==> src/rtl/billiard_pkg.sv <==
// Shared types and constants for the billiard border collision logic.
// Axis FSM states, side encoding, frame geometry, saturating counter helper.
package billiard_pkg;

   typedef enum logic [1:0] {
      ARMED,
      PULSE,
      COOLDOWN
   } axis_state_t;

   typedef enum logic {
      SIDE_LO,
      SIDE_HI
   } side_t;

   localparam int FRAME_W = 640;
   localparam int FRAME_H = 480;
   localparam int PIX_W   = 11;
   localparam int CNT_W   = 8;

   // Saturating add of 0..2 pulses to the 8-bit hit counter.
   function automatic logic [CNT_W-1:0] sat_add(
      input logic [CNT_W-1:0] a,
      input logic [1:0]       b
   );
      logic [CNT_W:0] s;
      s = {1'b0, a} + {{(CNT_W-1){1'b0}}, b};
      return s[CNT_W] ? {CNT_W{1'b1}} : s[CNT_W-1:0];
   endfunction

endpackage

==> src/rtl/border_axis_fsm.sv <==
// One collision axis: per-frame overlap accumulator, pulse FSM, cooldown.
// Ports: clk, resetN, sof, overlap, sideIn -> hit (1-clk pulse), side (held).
module border_axis_fsm
   import billiard_pkg::*;
#(
   parameter int COOLDOWN_FRAMES = 3
) (
   input  logic clk,
   input  logic resetN,
   input  logic sof,
   input  logic overlap,
   input  logic sideIn,
   output logic hit,
   output logic side
);

   localparam logic [3:0] CD = 4'(COOLDOWN_FRAMES);

   logic        seen;
   side_t       side_rec;
   axis_state_t state;
   logic [3:0]  cnt;

   // Only the first overlap of a frame fixes the side; an overlap
   // coincident with sof starts the new frame's record.
   always_ff @(posedge clk or negedge resetN) begin
      if (!resetN) begin
         seen     <= 1'b0;
         side_rec <= SIDE_LO;
      end else if (sof) begin
         seen <= overlap;
         if (overlap)
            side_rec <= side_t'(sideIn);
      end else if (overlap && !seen) begin
         seen     <= 1'b1;
         side_rec <= side_t'(sideIn);
      end
   end

   // Side is latched on the same edge that raises hit, before the
   // accumulator can reload with the next frame's record.
   always_ff @(posedge clk or negedge resetN) begin
      if (!resetN) begin
         state <= ARMED;
         cnt   <= 4'd0;
         hit   <= 1'b0;
         side  <= 1'b0;
      end else begin
         hit <= 1'b0;
         unique case (state)
            ARMED: begin
               if (sof && seen) begin
                  state <= PULSE;
                  hit   <= 1'b1;
                  side  <= side_rec;
               end
            end
            PULSE: begin
               cnt   <= CD;
               state <= COOLDOWN;
            end
            COOLDOWN: begin
               if (sof) begin
                  if (seen) begin
                     cnt <= CD;
                  end else if (cnt <= 4'd1) begin
                     cnt   <= 4'd0;
                     state <= ARMED;
                  end else begin
                     cnt <= cnt - 4'd1;
                  end
               end
            end
            default: state <= ARMED;
         endcase
      end
   end

endmodule

==> src/rtl/border_hit_detector.sv <==
// Turns ball/border draw-request overlaps into per-frame hit pulses.
// Ports: clk, resetN, startOfFrame, pixelX/Y, ballDR, bordersDrawReq -> hitX/Y, sides, hitCount.
module border_hit_detector
   import billiard_pkg::*;
#(
   parameter int X_MID           = FRAME_W / 2,
   parameter int Y_MID           = FRAME_H / 2,
   parameter int COOLDOWN_FRAMES = 3
) (
   input  logic             clk,
   input  logic             resetN,
   input  logic             startOfFrame,
   input  logic [PIX_W-1:0] pixelX,
   input  logic [PIX_W-1:0] pixelY,
   input  logic             ballDR,
   input  logic [1:0]       bordersDrawReq,
   output logic             hitX,
   output logic             hitY,
   output logic             hitXSide,
   output logic             hitYSide,
   output logic [CNT_W-1:0] hitCount
);

   logic [PIX_W-1:0] px_d;
   logic [PIX_W-1:0] py_d;
   logic             overlap_x;
   logic             overlap_y;
   logic             side_x;
   logic             side_y;

   // Draw requests arrive one clock late; delay the pixel position to match.
   always_ff @(posedge clk or negedge resetN) begin
      if (!resetN) begin
         px_d <= '0;
         py_d <= '0;
      end else begin
         px_d <= pixelX;
         py_d <= pixelY;
      end
   end

   assign overlap_x = ballDR & bordersDrawReq[0];
   assign overlap_y = ballDR & bordersDrawReq[1];
   assign side_x    = (px_d >= PIX_W'(X_MID));
   assign side_y    = (py_d >= PIX_W'(Y_MID));

   border_axis_fsm #(
      .COOLDOWN_FRAMES(COOLDOWN_FRAMES)
   ) u_axis_x (
      .clk    (clk),
      .resetN (resetN),
      .sof    (startOfFrame),
      .overlap(overlap_x),
      .sideIn (side_x),
      .hit    (hitX),
      .side   (hitXSide)
   );

   border_axis_fsm #(
      .COOLDOWN_FRAMES(COOLDOWN_FRAMES)
   ) u_axis_y (
      .clk    (clk),
      .resetN (resetN),
      .sof    (startOfFrame),
      .overlap(overlap_y),
      .sideIn (side_y),
      .hit    (hitY),
      .side   (hitYSide)
   );

   always_ff @(posedge clk or negedge resetN) begin
      if (!resetN)
         hitCount <= '0;
      else
         hitCount <= sat_add(hitCount, {1'b0, hitX} + {1'b0, hitY});
   end

endmodule

==> config.mk <==
export PLATFORM = sky130hd
export DESIGN_NAME = border_hit_detector
export DESIGN_NICKNAME = d
export VERILOG_FILES = /design/src/rtl/billiard_pkg.sv /design/src/rtl/border_axis_fsm.sv /design/src/rtl/border_hit_detector.sv
export SDC_FILE = /design/constraint.sdc
export NUM_CORES = 1
export LEC_CHECK = 0
export CORE_UTILIZATION = 51
export CTS_BUF_LIST = sky130_fd_sc_hd__clkbuf_2
export DETAILED_ROUTE_END_ITERATION = 10
export GPL_TIMING_DRIVEN = 0
export PLACE_DENSITY = 0.81
export SLEW_MARGIN = 0
export SYNTH_ARGS = -nofsm -noshare
export SYNTH_HDL_FRONTEND = slang
export SYNTH_HIERARCHICAL = 1
export SYNTH_SLANG_ARGS = --single-unit
==> constraint.sdc <==
create_clock -name clk -period 2.2 [get_ports clk]
set_input_delay 0.33 -clock clk [delete_from_list [all_inputs] [get_ports clk]]
set_output_delay 0.33 -clock clk [all_outputs]
set_load 0.05 [all_outputs]
==> metrics <==
status finished, final reports clean; layout cells sized above 1 0.1154; YS warnings 6; crit path DAT 1.71 ns; WHS 0.01355 ns; Slew Limit Headroom 0.4400; gr ovfl total 0; Worst-Skew Late Latency 0.39 ns; max_cap viols 0; Post-Synthesis Cells 146; peak supply drop 0.6325 mV; most common cell after layout, fill and taps aside dfrtp_1; H-Tree Depth 2; CTS Buf Count 5; cell count along the critical path 1; XOR/XNOR Fraction of Synth Area 0.005076; LEAKAGE 0.9273 nW; initial antenna violation count 0; synthesis-stage register bit count 40; vias per inst 5.451; DRC Markers 0; # hold bufs at CTS 0; Tot GR Track Use 0.2005; EDFF count, synth 0; drt pass-1 iters 4; multiplexer share of the synthesized area 0.03263; Slew @ Worst Pin 0.8399 ns; Layout area overhead 21.90%; family with the most delay on the worst path buffers and inverters; wire per inst 13.51 um; Chip Width 60.17 um; fillcell total around 240; Die ar. 3620 sq um; setup bufs post-CTS 0; Initial Util 0.5516; max-slew violations 0; Final Hold Viols 0; register clock-pin slew on the reported worst setup and hold paths approximately 0.19 ns; post-DP HPWL 2247 um; clock skew around 0.016 ns; commonest cells after routing, fill and taps aside 40 x dfrtp_1, 28 x clkdlybuf4s50_1, 14 x nand2_1; fmax 0.4904 GHz; die height 60.17 um; Reg2Reg Depth 5; nets 216; CP max FO 6; number of cell rows 20; number of I/O pins 40; area leader, netlist dfrtp_1; Final setup viols 0; Iter 0 DRT Violations 52; final WL 3053 um; CP Cell Sequence clkdlybuf4s50_1; critical path launch point type register; Crit. End Element primary output; vias in the first global route 1194; vias 1232; # port buffers 29; first-pass GRT wire length 5168 um; Synth Area in Adders 0.04786; RSZ-0062 raised after global routing no; largest family of logic cells by synthesized area simple AND/OR/NAND/NOR gates; Post-Syn Area 1725 sq um; Antenna Nets Post-Route 0; Final min period 2.039 ns; CP Class register to primary output; post-synthesis sequential area ratio 0.5801; CTS tree done; Crit-path slowest cell clkdlybuf4s50_1; Final Wtd Congestion ~0.78; PostCTS Resize Cnt 0; final critical-path share of the clock period 0.9270; main area contributors after synthesis dfrtp_1 58%, ha_1 3.6%, nand2b_1 3.6%; Overall Power 0.002215 W; data required time of the worst path 1.87 ns; Sink Count 40; TNS Setup 0 ns; Max stage delay on crit path 0.84 ns; Distinct cells, synth 33; compound-cell area share of the yosys netlist 0.08702; post-synthesis async set-or-reset flop share 1.000; Core Region 3128 sq um; syn_nets 180; Buf/Inv on CP 1; CTS root buf clkbuf_2; largest net degree at the start of global routing between 40 and 50; Synth Area in Simple Gates 0.2364; Worst Hold Class primary input to asynchronous set/reset pin; main flop type after synthesis dfrtp_1; power per cell area approximately 1100 nW/um^2; clock buffer depth 2; diode count 0; area share of the largest cell type after synthesis 0.5801; Syn Area/Cell 11.82 sq um
==> state kept, by name (all words and copies together) (netlist names) <==
name	flops
u_axis_x/side_rec	1
u_axis_y/side_rec	1
px_d	5
hitCount	8
u_axis_x/hit	1
py_d	7
u_axis_y/hit	1
u_axis_y/side	1
u_axis_y/state	2
u_axis_y/seen	1
u_axis_y/cnt	4
u_axis_x/side	1
u_axis_x/state	2
u_axis_x/cnt	4
u_axis_x/seen	1
==> report_power, final <==
part	switching [W]	internal (W)
sequential	0.000172	0.000890
clock	0.000229	0.0000701
combinational	0.000504	0.000350
==> cell families (layout without fill, tap and decap cells) <==
logic type,Yosys count,count (layout)
mux,5,5
compound gates,23,23
buf+inv,5,41
simple gates,66,66
xor+xnor,1,1
flops,40,40
fa+ha+maj,6,6
==> synth_stat cells, types with 2 or more instances <==
cell,count
o21ai_1,2
inv_1,5
o21ai_0,4
o22a_1,2
a211o_1,2
nor2_1,5
a31oi_1,2
dfrtp_1,40
nor4b_1,2
ha_1,5
and3_1,2
and2_1,2
nand4bb_1,2
a21oi_1,7
nand3b_1,2
and4bb_2,2
or3_1,5
nand3_1,3
or2_1,2
nor3_1,7
nor3_2,2
nand2b_1,10
nand2_1,14
mux2_2,5
and4b_1,2
a32oi_1,2
o22a_2,2
==> stage by stage <==
stage | setup slack [ns] | area [sq um] | util | std cells
after detailed placement | 0.3968 | 2066 | 0.6604 | 219
final | 0.1607 | 2103 | 0.6724 | 226
after floorplan | 0.2983 | 1725 | - | 146
after global placement | -0.08613 | 2071 | 0.6620 | 219
after global routing | 0.06510 | 2103 | 0.6724 | 226
after CTS | 0.1321 | 2103 | 0.6724 | 226
==> path summary, 6_finish.rpt <==
path | from | to | slack [ns]
max in group asynchronous | resetN | hitCount[5] | 1.66
min in group clk | pixelY[8] | py_d[8] | 0.34
worst max register to register | u_axis_x/hit | hitCount[7] | 0.41
worst min-delay path | resetN | py_d[8] | 0.01
worst max-delay path | hitCount[2] | hitCount[2] | 0.16
worst min register to register | hitCount[6] | hitCount[6] | 0.54
==> cell type report <==
cell class	count	area (sq um)	area share
Tap cell	44	55.05	0.02617
Sequential cell	40	1001	0.4759
Timing Repair Buffer	29	285.3	0.1356
Clock buffer	5	25.02	0.01190
Multi-Input combinational cell	101	705.7	0.3355
Inverter	5	18.77	0.008923
Clock inverter	2	12.51	0.005949
==> layer usage <==
metal  up-vias  part of all wire  GRT usage
met3         5             0.061    0.07143
met1       591              0.45     0.2482
met4         0            0.0098    0.05980
met2        34              0.48     0.3281
li1        602                 -          -
met5         -                 0          0
Note: power is estimated with default switching activity, not from simulation.
